<file path="src/rtl/button_conditioner.sv">
// Input front-end for the shooter game: synchronises and debounces five push-buttons
// and turns shoot presses/holds into a frame-aligned, merge-on-pending fire request.
module button_conditioner #(
    parameter int DEBOUNCE_CYCLES = 1000000,
    parameter int CNT_W           = 20,
    parameter int AUTOFIRE_FRAMES = 15
) (
    input  logic       clk,
    input  logic       rst,
    input  logic [4:0] btn_raw,
    input  logic       move,
    output logic [4:0] btn_level,
    output logic [4:0] btn_rise,
    output logic [3:0] press,
    output logic       fire_req,
    output logic [7:0] fire_count
);

    localparam logic [CNT_W-1:0] CNT_LAST = CNT_W'(DEBOUNCE_CYCLES - 1);
    localparam int               FR_W     = (AUTOFIRE_FRAMES < 2) ? 1 : $clog2(AUTOFIRE_FRAMES + 1);
    localparam logic [FR_W-1:0]  FR_WRAP  = FR_W'(AUTOFIRE_FRAMES - 1);

    typedef enum logic {IDLE, HELD} state_t;

    logic [4:0]       sync_p0;
    logic [4:0]       sync_p1;
    logic [4:0]       flip;
    logic [CNT_W-1:0] cnt [5];
    state_t           state, state_nxt;
    logic [FR_W-1:0]  frame_cnt, frame_nxt;
    logic             set_evt;

    // Two-flop synchroniser stage
    always_ff @(posedge clk) begin
        if (rst) begin
            sync_p0 <= '0;
            sync_p1 <= '0;
        end else begin
            sync_p0 <= btn_raw;
            sync_p1 <= sync_p0;
        end
    end

    always_comb begin
        flip = '0;
        for (int i = 0; i < 5; i++)
            flip[i] = (sync_p1[i] != btn_level[i]) && (cnt[i] == CNT_LAST);
    end

    // Debounce stage: the rise pulse is registered alongside the level it reports
    always_ff @(posedge clk) begin
        if (rst) begin
            for (int i = 0; i < 5; i++) cnt[i] <= '0;
            btn_level <= '0;
            btn_rise  <= '0;
        end else begin
            for (int i = 0; i < 5; i++) begin
                if (sync_p1[i] == btn_level[i] || flip[i])
                    cnt[i] <= '0;
                else
                    cnt[i] <= cnt[i] + 1'b1;
            end
            btn_level <= btn_level ^ flip;
            btn_rise  <= flip & ~btn_level;
        end
    end

    assign press = btn_level[3:0];

    always_ff @(posedge clk) begin
        if (rst) begin
            state     <= IDLE;
            frame_cnt <= '0;
        end else begin
            state     <= state_nxt;
            frame_cnt <= frame_nxt;
        end
    end

    always_comb begin
        state_nxt = state;
        frame_nxt = frame_cnt;
        case (state)
            IDLE: begin
                if (btn_rise[4]) begin
                    state_nxt = HELD;
                    frame_nxt = '0;
                end
            end
            HELD: begin
                if (!btn_level[4]) begin
                    state_nxt = IDLE;
                    frame_nxt = '0;
                end else if (move && AUTOFIRE_FRAMES != 0) begin
                    frame_nxt = (frame_cnt == FR_WRAP) ? '0 : frame_cnt + 1'b1;
                end
            end
            default: state_nxt = IDLE;
        endcase
    end

    always_comb begin
        set_evt = 1'b0;
        case (state)
            IDLE:    set_evt = btn_rise[4];
            HELD:    set_evt = btn_level[4] && move && (AUTOFIRE_FRAMES != 0) && (frame_cnt == FR_WRAP);
            default: set_evt = 1'b0;
        endcase
    end

    // Request stage: a set event beats a same-cycle consume; sets on a pending request merge
    always_ff @(posedge clk) begin
        if (rst) begin
            fire_req   <= 1'b0;
            fire_count <= '0;
        end else begin
            if (set_evt)
                fire_req <= 1'b1;
            else if (move && fire_req)
                fire_req <= 1'b0;
            if (set_evt && (!fire_req || move) && fire_count != 8'hFF)
                fire_count <= fire_count + 8'd1;
        end
    end

endmodule
</file>
<file path="config.mk">
export PLATFORM = sky130hd
export DESIGN_NAME = button_conditioner
export DESIGN_NICKNAME = d
export VERILOG_FILES = /design/src/rtl/button_conditioner.sv
export SDC_FILE = /design/constraint.sdc
export NUM_CORES = 1
export LEC_CHECK = 0
export CORE_MARGIN = 2
export CORE_UTILIZATION = 50
export DETAILED_ROUTE_END_ITERATION = 7
export HOLD_SLACK_MARGIN = 0.05
export PLACE_DENSITY = 0.68
export SYNTH_ARGS = -nofsm -noshare
export SYNTH_HDL_FRONTEND = slang
export SYNTH_SLANG_ARGS = --single-unit
</file>
<file path="constraint.sdc">
create_clock -name clk -period 3.9 [get_ports clk]
set_clock_uncertainty 0.15 [all_clocks]
set_input_delay 1.17 -clock clk [delete_from_list [all_inputs] [get_ports clk]]
set_output_delay 1.17 -clock clk [all_outputs]
set_load 0.01 [all_outputs]
</file>
==> metrics.txt, run 1 <==
outcome=completed; WP data arrival=2.91 ns; remaining antenna violation count after routing=0; hold buffer count at cts=0; vias in the first global route=roughly 5000; Max Cap Viol=0; Sw Share=a little over a fifth; initial antenna violation count=0; worst-margin pin slew=about 1.1 ns; worst path bufs/invs=1; commonest cells after routing, fill and taps aside=100 x edfxtp_1, 100 x conb_1, 74 x nor2_1, 52 x a21oi_1, 41 x nand3_1; Slowest cell on crit path=o21ai_1; worst-case reg-to-reg path depth=5; cell-internal power=around 2600 µW; data required time at the worst endpoint=approximately 3.9 ns; Inst Count DP=around 960; Area growth, synth to finish=20.4%; Skew-Pair Late Insertion Delay=~0.42 ns; H-tree levels=4; Max Freq=about 340 MHz; Min-Delay Endpoint=sync_p1[2]; Hold Fails Final Rpt=0; number of diodes=0; Seq pwr share=between 40% and 50%; worst rel slew slack=between 20% and 30%; mapped cell area=about 6900 µm²; EDFF count, synth=100; clk sink count=134; Setup crit end kind=register; Yosys warning total=0; WHS Path Cells=1; count of pins over their slew limit=0; Tcrit/Tclk final=between 70 and 80%; asr flop ratio synth=0%; Worst R2R Start=cnt[2][6]; synthesized instance count=a little under 700; postcts setup bufs=0; setup TNS=0 ns; FF-to-FF setup slack=1.0 ns; Initial DRC Count=approximately 340; starting density of the core=between 50% and 60%; CTS-repair resized insts=0; CTS clk-pin slew, worst paths=roughly 0.06 ns; Core Region=between 10000 and 15000 µm²; routed wire length=around 13 mm; delay-heaviest family, CP=simple AND/OR/NAND/NOR gates; drt drc=0; vias per cell=~5.3; die area=about 15000 µm²; post-synth cell types=46; slowest stage delay, CP=just under 0.6 ns; Ports=31; layout cells sized above 1=about 6.1%; Setup crit start kind=register; Core Rows=42; post-DR wirelength/cell=13.2 µm; crit path kind=reg -> reg; Hold Crit Class=reg -> reg; PortBufs=30; ys flop type=edfxtp_1; Gate power share=about 3.4%; GRT Residual Overflow=0; PwrDens=about 400 nW/µm²; post-synthesis sequential area ratio=a little over half; HPWL Detailed=between 9 and 10 mm; Final min period=just under 3 ns; Final Setup Violations=0; static leakage=between 0.002 and 0.003 µW; Clk pwr share=between 40% and 50%; 1st-pass router iterations=4; peak supply drop=~0.00035 V; gr usage total=roughly a fifth; GPL Wtd Cong=0.810; Crit Path Max Fanout=11; filler instances=about 1200; switching power=713 µW; vias=about 5300; RSZ-0062 raised after global routing=false; startpoint of the worst hold path=sync_p0[2]; clock tree buffer depth=2; CTS tree=yes; Final Non-Filler Cells=slightly below 1000; nets=approximately 820; CTS Buf Count=17; r2r endpoint=cnt[2][19]; clk root buf=clkbuf_16; syn_area_per_cell=10.2 µm²; Die Height=around 120 µm; first-pass GRT wire length=22.7 mm; FF+latch count, synth=around 130; largest net degree at the start of global routing=21; die width=roughly 120 µm; crit-path cells=or4_1 -> or4_4 -> o21ai_1 -> buf_4 -> a21oi_1
[synthesized netlist by cell type (all sizes together), types with 2 or more instances]
library cell | count | share of area [%]
nor4 | 11 | 1.0
o21ai | 31 | 2.4
nand2b | 11 | 1.0
o31ai | 20 | 2.2
nor3 | 7 | 0.51
mux2 | 2 | 0.33
nor2b | 12 | 1.1
and2 | 6 | 0.54
edfxtp | 100 | 43
or3b | 2 | 0.25
nand3 | 41 | 3.0
nor3b | 3 | 0.33
clkbuf | 18 | 0.98
nand4b | 2 | 0.25
or3 | 27 | 2.4
a21oi | 52 | 3.8
nand2 | 33 | 1.8
ha | 8 | 1.4
or4 | 30 | 3.4
nor4b | 7 | 0.89
inv | 25 | 1.4
nor2 | 74 | 4.0
dfxtp | 34 | 9.8
or2 | 2 | 0.18
nand4 | 22 | 2.0
buf | 10 | 0.96
xor2 | 28 | 3.5
and4 | 8 | 1.0
xnor2 | 29 | 3.7
and3 | 13 | 1.2
[worst max-delay path by stage]
| stage | to | depth (start not counted) | start | slack [ns] |
|---|---|---|---|---|
| after global routing | cnt[2][19] | 5 | cnt[2][6] | 0.88 |
| after detailed placement | fire_count[6] | 6 | move | 0.84 |
| after CTS | cnt[2][19] | 5 | cnt[2][6] | 1.0 |
| final | cnt[2][19] | 5 | cnt[2][6] | 1.0 |
| after floorplan | fire_count[6] | 5 | move | 1.34 |
| after global placement | fire_count[6] | 6 | move | 0.86 |
[power by group through the flow]
| stage | clock (µW) | sequential, µW | combinational [µW] |
|---|---|---|---|
| floorplan | 0 | 1640 | 86.7 |
| global placement | 0 | 1660 | 108 |
| detailed placement | 0 | 1660 | 110 |
| CTS | 1630 | 1630 | 111 |
| global route | 1680 | 1640 | 133 |
| finish | 1600 | 1630 | 114 |
[cells by family after synthesis]
family	count (synthesis)	synth area share, %
xor+xnor	57	7.22
buf+inv	53	3.29
compound gates	110	9.16
fa+ha+maj	8	1.45
simple gates	313	25.1
flops	134	53.3
mux	3	0.470
other cells	1	0.0542
[worst register-to-register path, delay by kind of cell (launching register included)]
kind | cells | cell delay, ns
buffers and inverters | 1 | 0.30
AO/OA/AOI/OAI | 2 | 0.64
flip-flops | 1 | 0.47
AND/OR/NAND/NOR | 2 | 1.08
[stage by stage]
step	hold WS (ns)	setup WS, ns	power (µW)	instance area, µm²	utilization, %
3_5_place_dp	0.283	0.839	1770	7720	57.6
3_3_place_gp	0.279	0.859	1760	7720	57.6
6_report	0.292	0.998	3340	8330	62.2
4_1_cts	0.297	0.998	3370	8330	62.2
2_1_floorplan	0.264	1.34	1730	7290	-
5_1_grt	0.324	0.879	3460	8330	62.2
[state kept, by name, indices dropped and copies added, names as in the netlist, named ones only]
signal      count
sync_p0         5
fire_count      8
sync_p1         5
fire_req        1
frame_cnt       4
btn_rise        5
cnt           100
state           1
[layout make-up]
| class | instances | area, µm² | share of cell area (%) |
|---|---|---|---|
| tap | 176 | 220 | 2.64 |
| clock inverter | 10 | 91.3 | 1.10 |
| sequential | 134 | 3680 | 44.2 |
| clock buffer | 22 | 517 | 6.20 |
| inverter | 25 | 93.8 | 1.13 |
| multi-input combinational | 591 | 3380 | 40.5 |
| timing repair buffer | 37 | 348 | 4.18 |
[metal layers]
layer  track usage, %  part of all wire (%)
met2             32.1                    49
met1             24.3                    46
met5                0                     0
met4             8.05                   2.1
met3             4.87                   3.1
Note: power is estimated with default switching activity, not from simulation.
==> run 2: changes to the inputs <==
clock period = 2.7 ns   (was 3.9 ns; I/O delays follow)
==> run 2 against run 1 <==
  * First-iteration DRC count shrank 19%
  * Critical path depth is 4 lower
  * Register-to-register slack worse by 0.69 ns
  * Non-clock buffer count increased by 5
  * Sequential power is 45% higher
  * Wire length shrank 0.64%
  * Core utilization increased by 0.13 points
  * Via count is 0.17% higher
  * Sequential share of layout area down 0.093 points
  * Clock power grew 38%
  * Count of clock-buffer cells in the layout is 3 higher
  * Combinational power grew 46%
  * Highest routed layer unchanged
==> metrics.txt, run 2 (synthesis gave the netlist of run 1 again) <==
first-pass GRT wire length=22.5 mm (-0.97%); switching power=1000 µW (+41%); GPL Wtd Cong=0.813 (+0.44%); initial antenna violation count=0 (unchanged); Die Height=122 µm (unchanged); WP data arrival=1.46 ns (-1.45 ns); commonest cells after routing, fill and taps aside=100 x edfxtp_1, 100 x conb_1, 74 x nor2_1, 52 x a21oi_1, 41 x nand3_1; Seq pwr share=49.8% (+1.0 points); vias per cell=5.26 (-0.33%); slowest stage delay, CP=0.59 ns (about the same); clk root buf=clkbuf_16; delay-heaviest family, CP=buffers and inverters; CTS tree=yes; fin worst setup slack=0.285 ns (-0.714 ns); Final Setup Violations=0 (unchanged); Crit Path Max Fanout=7 (-4); metal2 WL=6.34 mm (-0.91%); layout cells sized above 1=6.43% (+0.33 points); HPWL Detailed=9.37 mm (-0.41%); vias in the first global route=5089 (+0.61%); gr usage total=19.1% (-0.33 points); setup TNS=0 ns (unchanged); post-route cell area=8350 µm² (+0.21%); clk sink count=134 (unchanged); Clk pwr share=46.7% (-1.1 points); hold buffer count at cts=0 (unchanged); postcts setup bufs=0 (unchanged); clock tree buffer depth=2 (unchanged); largest net degree at the start of global routing=21 (unchanged); pre-CTS WS=0.0398 ns (-0.799 ns); nets=827 (+0.61%); Max Cap Viol=0 (unchanged); data required time at the worst endpoint=1.74 ns (-2.17 ns); total design power=4740 µW (+42%); Largest register FFs=100 (unchanged); met1 wire length=6.04 mm (+0.58%); Core Region=13400 µm² (unchanged); RSZ-0062 raised after global routing=false; H-tree levels=4 (unchanged); placed inst area=7770 µm² (+0.65%); cell-internal power=3730 µW (+42%); vias=5263 (+0.17%); worst path bufs/invs=1 (unchanged); worst rel slew slack=48.4% (+20 points); peak supply drop=0.000434 V (+25%); crit-path cells=clkdlybuf4s50_1; highest routed metal layer=met4; GRT Residual Overflow=0 (unchanged); Ports=31 (unchanged); starting density of the core=51.6% (unchanged); Gate power share=3.5% (about the same); remaining antenna violation count after routing=0 (unchanged); outcome=completed; Area growth, synth to finish=20.7%; routed wire length=13.0 mm (-0.64%); Core Rows=42 (unchanged); Setup crit start kind=register; CTS Buf Count=17 (unchanged); PortBufs=30 (unchanged); post-layout util=62.3% (+0.13 points); die width=122 µm (unchanged); drt drc=0 (unchanged); Reg with most FFs=cnt; count of pins over their slew limit=0 (unchanged); number of diodes=0 (unchanged); CTS-repair resized insts=0 (unchanged); static leakage=0.00285 µW (+1.2%); CTS clk-pin slew, worst paths=0.05 ns (about the same); Initial DRC Count=278 (-19%); Tcrit/Tclk final=89.5%; Max Freq=between 400 and 500 MHz; Skew-Pair Late Insertion Delay=0.42 ns (about the same); Hold Crit Class=reg -> reg; biggest regs=cnt (100), fire_count (8); 1st-pass router iterations=4 (unchanged); Final min period=approximately 2.4 ns; crit path kind=reg -> out; Met3 Wirelength=326 µm (-20%); Hold Fails Final Rpt=0 (unchanged); Slowest cell on crit path=clkdlybuf4s50_1; die area=14800 µm² (unchanged); worst-margin pin slew=0.767 ns (-0.302 ns); Sw Share=21.2% (-0.16 points); post-DR wirelength/cell=13.0 µm (-1.1%); Setup crit end kind=output pin; PwrDens=567 nW/µm² (+41%)
[run 2: final timing paths]
path	cells after the start	end	from	slack [ns]
max	1	btn_level[4]	register	0.28
min	1	sync_p1[2]	sync_p0[2]	0.28
max reg2reg	5	cnt[2][19]	cnt[2][7]	0.31
min reg2reg	1	sync_p1[2]	sync_p0[2]	0.28
[run 2: final cells by class]
class / instances / area [µm²]
fillers: 1143 / 5050
flip-flops and latches: 134 / 3680
multi-input cells: 591 / 3380
clock buffers: 25 / 539
repair buffers: 42 / 398
well taps: 176 / 220
inverters: 25 / 93.8
clock inverters: 7 / 36.3
[run 2: power groups by stage]
stage / Clock [µW] / Sequential, µW / Combinational (µW)
after floorplan: 0 / 2380 / 125
after global placement: 0 / 2390 / 158
after detailed placement: 0 / 2400 / 162
after CTS: 2260 / 2350 / 164
after global routing: 2350 / 2370 / 194
final: 2210 / 2360 / 167
[run 2: metal layers]
layer / vias up / global-route usage (%)
li1: 2687 / -
met5: - / 0
met2: 65 / 31.9
met4: 0 / 8.62
met3: 23 / 3.93
met1: 2488 / 23.9
[run 2: through the flow]
stage / hold WS [ns] / cells
2_1_floorplan: 0.264 / 778
3_3_place_gp: 0.276 / 968
3_5_place_dp: 0.274 / 968
4_1_cts: 0.287 / 1000
5_1_grt: 0.304 / 1000
6_report: 0.282 / 1000
==> run 3: changes to the inputs <==
CORE_UTILIZATION = 61   (was 50)
PLACE_DENSITY = 0.8   (was 0.68)
SKIP_LAST_GASP = 1   (was not set)
==> run 3 against run 2 <==
  * Register-to-register slack worse by 0.04 ns
  * Total power up 0.25%
  * Cell area down 0.24%
==> metrics.txt, run 3 (synthesis gave the netlist of run 1 again) <==
outcome=completed; r2r endpoint=cnt[2][8]; nets=828 (+0.12%); drt drc=0 (unchanged); CTS tree=yes; Max Freq=409 MHz (-1.2%); Core Rows=38 (-9.5%); Setup crit end kind=output pin; Final Setup Violations=0 (unchanged); data required time at the worst endpoint=1.74 ns (about the same); filler instances=762 (-33%); die width=110 µm (-9.2%); clock tree buffer depth=2 (unchanged); multi-input logic area=3380 µm² (unchanged); crit-path cells=clkdlybuf4s50_1; biggest regs=cnt (100), fire_count (8); FF-to-FF setup slack=0.27 ns (-0.04 ns); Ports=31 (unchanged); RSZ-0062 raised after global routing=false; static leakage=0.00286 µW (+0.32%); first-pass GRT wire length=23.0 mm (+2.4%); Crit Path Max Fanout=7 (unchanged); CTS Buf Count=17 (unchanged); slowest stage delay, CP=0.61 ns (+0.02 ns); remaining antenna violation count after routing=0 (unchanged); Worst R2R Start=cnt[2][7]; starting density of the core=63.2% (+12 points); Min-Delay Endpoint=sync_p1[4]; vias per cell=5.60 (+6.4%); postcts setup bufs=0 (unchanged); Skew-Pair Late Insertion Delay=0.42 ns (about the same); setup TNS=0 ns (unchanged); Final min period=2.45 ns (+0.0298 ns); clk root buf=clkbuf_16; routed wire length=13.5 mm (+3.6%); Final Non-Filler Cells=965 (-3.5%); Largest register FFs=100 (unchanged); Reg with most FFs=cnt; WP data arrival=1.49 ns (+0.03 ns); Hold Crit Class=reg -> reg; HPWL Detailed=9.64 mm (+2.8%); initial antenna violation count=0 (unchanged); peak supply drop=0.000506 V (+16%); pre-CTS WS=-0.00109 ns (-0.0409 ns); number of diodes=0 (unchanged); gr usage total=22.8% (+3.8 points); delay-heaviest family, CP=buffers and inverters; clk sink count=134 (unchanged); Hold Fails Final Rpt=0 (unchanged); post-layout util=76.1% (+14 points); Tcrit/Tclk final=90.6% (+1.1 points); Setup crit start kind=register; PortBufs=30 (unchanged); Slowest cell on crit path=clkdlybuf4s50_1; CTS-repair resized insts=0 (unchanged); PwrDens=570 nW/µm² (+0.49%); worst-case reg-to-reg path depth=5 (unchanged); count of pins over their slew limit=0 (unchanged); worst-margin pin slew=0.773 ns (+0.00571 ns); startpoint of the worst hold path=sync_p0[4]; largest net degree at the start of global routing=26 (+24%); 1st-pass router iterations=5 (+1); vias=5402 (+2.6%); die area=12200 µm² (-17%); fin worst setup slack=0.255 ns (-0.0298 ns); GRT Residual Overflow=0 (unchanged); Inst Count DP=933 (-3.6%); Sequential cell area=3680 µm² (unchanged); CTS clk-pin slew, worst paths=0.06 ns (about the same); Core Region=10900 µm² (-18%); Die Height=110 µm (-9.2%); GPL Wtd Cong=0.838 (+3.1%); Max Cap Viol=0 (unchanged); worst path bufs/invs=1 (unchanged); Area growth, synth to finish=20.4%; worst rel slew slack=48.0% (-0.38 points); layout cells sized above 1=6.79% (+0.36 points); vias in the first global route=5293 (+4.0%); post-DR wirelength/cell=14.0 µm (+7.3%); Initial DRC Count=341 (+23%); commonest cells after routing, fill and taps aside=100 x edfxtp_1, 100 x conb_1, 74 x nor2_1, 52 x a21oi_1, 41 x nand3_1; WHS Path Cells=1 (unchanged); crit path kind=reg -> out; hold buffer count at cts=0 (unchanged); H-tree levels=4 (unchanged)
==> run 3: cell types whose count changed in the layout (fill, tap and decap cells not counted) <==
cell             delta
bufinv_16           +1
clkdlybuf4s50_1     +1
clkbuf_1            -3
buf_12              +1
clkinvlp_4          +1
buf_2               -1
inv_4               +1
clkbuf_16           -2
inv_6               +1
clkinv_4            +1
==> run 3: worst max path at each step <==
stage | from | endpoint | slack [ns] | cells after the start
final | fire_count[3] | fire_count[3] | 0.25 | 1
after global routing | cnt[2][6] | cnt[2][6] | 0.14 | 5
after CTS | register | btn_level[3] | 0.25 | 1
after detailed placement | move | fire_count[6] | -0.001 | 6
after global placement | move | fire_count[6] | 0.07 | 6
after floorplan | cnt[4][13] | cnt[4][8] | 0.36 | 5
==> run 3: through the flow <==
| step | power (µW) | instance area, µm² | hold slack (ns) |
|---|---|---|---|
| 3_5_place_dp | 2560 | 7750 | 0.272 |
| 3_3_place_gp | 2550 | 7750 | 0.268 |
| 6_report | 4750 | 8330 | 0.286 |
| 2_1_floorplan | 2500 | 7290 | 0.264 |
| 5_1_grt | 4900 | 8330 | 0.311 |
| 4_1_cts | 4770 | 8330 | 0.284 |
==> run 3: layout make-up <==
class / count / area share [%]
clock buffer: 20 / 5.74
clock inverter: 12 / 1.17
multi-input combinational: 591 / 40.5
sequential: 134 / 44.2
timing repair buffer: 43 / 5.08
tap: 140 / 2.10
inverter: 25 / 1.13
==> run 3: metal layers <==
layer	routed length [µm]	part of all wire (%)	GRT usage [%]
met1	5880	44	27.5
met2	6860	51	39.9
met3	468	3.5	4.61
met4	252	1.9	9.58
met5	0	0	0
==> run 3: power by group <==
part / internal [µW] / switching, µW / leakage (µW) / total, µW
combinational: 72.0 / 101 / 0.00126 / 173
sequential: 2290 / 72.3 / 0.00131 / 2360
clock: 1360 / 854 / 0.000292 / 2220
